<file path="src/rtl/tx_seq_pkg.sv">
// rtl/tx_seq_pkg.sv - shared types and helpers for the multi-byte transmit sequencer
package tx_seq_pkg;

   typedef enum logic {
      IDLE = 1'b0,
      XMIT = 1'b1
   } state_e;

   // Index width for a word of n bytes; a single-byte word still needs one bit.
   function automatic int idx_width(input int n);
      return (n <= 1) ? 1 : $clog2(n);
   endfunction

endpackage

</file>
<file path="src/rtl/byte_sel_mux.sv">
// rtl/byte_sel_mux.sv - combinational byte selector: word and byte index in, one byte out
module byte_sel_mux #(
   parameter int NUM_BYTES = 2,
   parameter int BYTE_W    = 8,
   parameter int IW        = 1
) (
   input  logic [NUM_BYTES*BYTE_W-1:0] word_i,
   input  logic [IW-1:0]               idx_i,
   output logic [BYTE_W-1:0]           byte_o
);

   // Explicit compare per lane keeps out-of-range indices at zero instead of X.
   always_comb begin
      byte_o = '0;
      for (int k = 0; k < NUM_BYTES; k++) begin
         if (idx_i == IW'(k)) begin
            byte_o = word_i[k*BYTE_W +: BYTE_W];
         end
      end
   end

endmodule

</file>
<file path="src/rtl/tx_seq_mb.sv">
// rtl/tx_seq_mb.sv - multi-byte transmit sequencer feeding serial8 one byte at a time
module tx_seq_mb
   import tx_seq_pkg::*;
#(
   parameter int NUM_BYTES = 2,
   parameter int BYTE_W    = 8
) (
   input  logic                                  clk,
   input  logic                                  rst,
   input  logic                                  trmt,
   input  logic [NUM_BYTES*BYTE_W-1:0]           tx_data,
   input  logic                                  lsb_first,
   input  logic                                  byte_sent,
   output logic                                  send_byte,
   output logic [BYTE_W-1:0]                     tx_byte,
   output logic [idx_width(NUM_BYTES)-1:0]       byte_idx,
   output logic                                  busy,
   output logic                                  tx_done
);

   localparam int            IW   = idx_width(NUM_BYTES);
   localparam logic [IW-1:0] LAST = IW'(NUM_BYTES - 1);
   localparam logic [IW-1:0] ONE  = IW'(1);

   state_e                        state_q, state_d;
   logic [IW-1:0]                 cnt_q, cnt_d;
   logic [NUM_BYTES*BYTE_W-1:0]   data_q, data_d;
   logic                          lsb_q, lsb_d;

   logic [NUM_BYTES*BYTE_W-1:0]   sel_word;
   logic                          sel_lsb;
   logic [IW-1:0]                 sel_cnt;
   logic                          send_raw, done_raw;

   always_ff @(posedge clk or posedge rst) begin
      if (rst) begin
         state_q <= IDLE;
         cnt_q   <= '0;
         data_q  <= '0;
         lsb_q   <= 1'b0;
      end else begin
         state_q <= state_d;
         cnt_q   <= cnt_d;
         data_q  <= data_d;
         lsb_q   <= lsb_d;
      end
   end

   always_comb begin
      state_d  = state_q;
      cnt_d    = cnt_q;
      data_d   = data_q;
      lsb_d    = lsb_q;
      send_raw = 1'b0;
      done_raw = 1'b0;
      sel_word = data_q;
      sel_lsb  = lsb_q;
      sel_cnt  = cnt_q;
      case (state_q)
         IDLE: begin
            // Present the live word so byte 0 of the order is valid alongside trmt.
            sel_word = tx_data;
            sel_lsb  = lsb_first;
            sel_cnt  = '0;
            if (trmt) begin
               send_raw = 1'b1;
               data_d   = tx_data;
               lsb_d    = lsb_first;
               cnt_d    = '0;
               state_d  = XMIT;
            end
         end
         XMIT: begin
            if (byte_sent) begin
               if (cnt_q != LAST) begin
                  send_raw = 1'b1;
                  sel_cnt  = cnt_q + ONE;
                  cnt_d    = cnt_q + ONE;
               end else begin
                  done_raw = 1'b1;
                  cnt_d    = '0;
                  if (trmt) begin
                     send_raw = 1'b1;
                     sel_word = tx_data;
                     sel_lsb  = lsb_first;
                     sel_cnt  = '0;
                     data_d   = tx_data;
                     lsb_d    = lsb_first;
                  end else begin
                     state_d = IDLE;
                  end
               end
            end
         end
         default: state_d = IDLE;
      endcase
   end

   // Pulses are Mealy, so they must be forced low while reset is held.
   assign send_byte = send_raw & ~rst;
   assign tx_done   = done_raw & ~rst;
   assign busy      = (state_q == XMIT);
   assign byte_idx  = sel_lsb ? sel_cnt : (LAST - sel_cnt);

   byte_sel_mux #(
      .NUM_BYTES (NUM_BYTES),
      .BYTE_W    (BYTE_W),
      .IW        (IW)
   ) u_sel (
      .word_i (sel_word),
      .idx_i  (byte_idx),
      .byte_o (tx_byte)
   );

endmodule

</file>
<file path="config.mk">
export PLATFORM = sky130hd
export DESIGN_NAME = tx_seq_mb
export DESIGN_NICKNAME = d
export VERILOG_FILES = /design/src/rtl/tx_seq_pkg.sv /design/src/rtl/byte_sel_mux.sv /design/src/rtl/tx_seq_mb.sv
export SDC_FILE = /design/constraint.sdc
export NUM_CORES = 1
export LEC_CHECK = 0
export CORE_MARGIN = 2
export CORE_UTILIZATION = 65
export CTS_CLUSTER_SIZE = 10
export DETAILED_ROUTE_END_ITERATION = 8
export DONT_BUFFER_PORTS = 1
export PLACE_DENSITY = 0.87
export SYNTH_ARGS = -nofsm -noshare
export SYNTH_HDL_FRONTEND = slang
export SYNTH_SLANG_ARGS = --single-unit
export TNS_END_PERCENT = 20
</file>
<file path="constraint.sdc">
create_clock -name clk -period 2.3 [get_ports clk]
set_input_delay 0.345 -clock clk [delete_from_list [all_inputs] [get_ports clk]]
set_output_delay 0.345 -clock clk [all_outputs]
set_load 0.01 [all_outputs]
</file>
==> results.md <==
- Status: finished clean
- Fillers: 104
- Reg area: 475 um^2
- Setup slack after layout: 167 ps
- Tot Pwr: 1.35 mW
- CP bufs+invs: 1
- Slew at the pin closest to its max-slew limit: 687 ps
- Root Driver: clkbuf_4
- EDFF count, synth: 0
- Detailed Route WL: 1730 um
- Critical-path top delay cell: dfrtp_1
- Switch share: 35.8%
- Top-level port count: 33
- Critical path, cell by cell: o2111a_1, a221oi_2, buf_4, mux2i_1
- Clock slew at reported path FFs: 100 ps
- All-Layer GR Usage: 19.2%
- Post_cts resized: 0
- Mapped Area: 1070 um^2
- Final HPWL DP: 1310 um
- Drt drc: 0
- Library cells used by synthesis: 20
- Post-CTS setup buffer count: 0
- Syn. warnings: 0
- Syn-to-layout area delta: 2.22%
- Internal power: 869 uW
- DR iter-0 viols: 8
- Seq cells post-synth: 19
- Total grt overflow: 0
- Vias in the first global route: 664
- 1st-pass router iterations: 4
- CP startpoint kind: flip-flop
- Setup WS pre-CTS: 490 ps
- CTS Buf Count: 3
- Row count: 14
- Normalized max-slew margin: 54.1%
- Comb pwr share: 45.2%
- CP Class: flip-flop to primary output
- Crit path capture type: primary output
- Clock skew: 0.862 ps
- Leakage: 0.492 nW
- Diode count: 0
- Avg Inst Size Synth: 12.6 um^2
- CTS max path bufs: 2
- Routability cong.: 0.666
- Crit-path max FO: 10
- CP required: 1960 ps
- CP peak stage delay: 520 ps
- Avg WL per Cell: 16.6 um
- Asr flop ratio synth: 100%
- Htree depth: 1
- Hold slack: 34.7 ps
- Die ar.: 1990 um^2
- Initial antenna violation count: 0
- Period utilization: 92.7%
- CP Data Arrival Time: 1790 ps
- Total of max-cap violations: 0
- Detail Route Antenna Nets: 0
- Peak supply drop: 0.000701 V
- Syn_nets: 106
- Fin. max-slew vios: 0
- Largest net degree at the start of global routing: 20
- Core box area: 1520 um^2
- DR vias/cell: 6.14
- Initial core utilization: 70.4%
- First-pass GRT wire length: 2770 um
- Area of the multi-input gates: 537 um^2
- Die extent in x: 44.6 um
- PD cells: 1230 nW/um^2
- Setup TNS Final: 0 ps
- CTS tree: done
- Synth Instances: 85
- Clock Latency Late Sink: 290 ps
- Non-Filler Cell Area, Final: 1100 um^2
- Routed via count: 639
- Reg power frac: 42.9%
- Final #Nets: 110
- CTS sink count: 19
- Sequential share of the synthesized area: 44.3%
- Share of layout cells above drive strength 1: 29.5%
- Fin crit period: 2130 ps
- Die H: 44.6 um
- Max frequency: 0.469 GHz
- P_sw: 484 uW
- Buffers added on ports: 0
- DP Area: 1070 um^2
- Clock power share: 11.9%
- RSZ-0062 raised after global routing: false
- Class of the worst hold path: input pin to async pin
- Final hold violations: 0
- Cell family with most CP delay: flip-flops
- Final setup fails: 0
- CTS Hold Bufs: 0
- Primary FF master, synth: dfrtp_1
==> state kept, by name, indices dropped and copies added (netlist names) <==
register	flops
cnt_q	1
data_q	16
lsb_q	1
busy	1
==> placed cells by master, fill, tap and decap left out, drive strengths merged <==
cell	synthesis	routed
mux2i	24	24
dfrtp	19	19
mux2	17	17
nand2	5	5
inv	4	4
clkbuf	1	4
buf	3	3
nor3	2	2
o21ai	2	2
nand3	1	1
o2111a	1	1
a221oi	1	1
a21oi	1	1
nor2b	1	1
or2b	1	1
nor3b	1	1
nor2	1	1
==> cell families after synthesis <==
group / Yosys count / synth area share [%]
AO/OA/AOI/OAI: 5 / 3.85
buffers and inverters: 8 / 5.60
flip-flops: 19 / 44.3
multiplexers: 41 / 40.3
AND/OR/NAND/NOR: 12 / 5.95
==> cells in the mapped netlist (2+ instances only) <==
library cell	number	area (um^2)
dfrtp_1	19	475
inv_1	4	15.0
mux2_2	17	191
mux2i_1	24	240
nand2_1	3	11.3
nand2_2	2	12.5
nor3_1	2	10.0
o21ai_0	2	10.0
==> worst register-to-register path: stages, from the launching register on <==
cell,delay [ps]
dfrtp_1,560
nand2_1,150
nand2_2,350
mux2_2,400
==> layer usage <==
layer / GRT usage, % / part of all wire [%]
met5: 0 / 0
met4: 5.45 / 0.81
met3: 4.49 / 8.5
met2: 32.8 / 49
met1: 24.1 / 41
==> through the flow <==
stage / cells / util (%)
after floorplan: 85 / -
after global placement: 100 / 70.2
after detailed placement: 100 / 70.2
after CTS: 104 / 71.9
after global routing: 104 / 71.9
final: 104 / 71.9
==> cell type report <==
| cell class | instances | share of cell area, % |
|---|---|---|
| multi-input cells | 58 | 49.0 |
| flip-flops and latches | 19 | 43.4 |
| clock buffers | 4 | 2.40 |
| repair buffers | 3 | 2.05 |
| well taps | 16 | 1.83 |
| inverters | 4 | 1.37 |
==> power by group through the flow <==
stage / sequential (mW) / combinational [mW] / clock, mW
floorplan: 0.557 / 0.560 / 0
global placement: 0.573 / 0.598 / 0
detailed placement: 0.586 / 0.622 / 0
CTS: 0.581 / 0.623 / 0.167
global route: 0.603 / 0.666 / 0.177
finish: 0.580 / 0.612 / 0.161
==> path summary, 6_finish.rpt <==
check / startpoint / to / slack (ps) / depth (start not counted)
setup / recovery: busy$_DFF_PP0_ / tx_byte[4] / 170 / 4
hold / removal: rst / busy$_DFF_PP0_ / 30 / 1
setup reg to reg: busy$_DFF_PP0_ / data_q[4]$_DFF_PP0_ / 740 / 3
hold reg to reg: data_q[1]$_DFF_PP0_ / data_q[1]$_DFF_PP0_ / 510 / 1
max in group asynchronous: rst / data_q[6]$_DFF_PP0_ / 1830 / 1
min in group clk: trmt / busy$_DFF_PP0_ / 150 / 1
(Power assumes the default switching activity.)
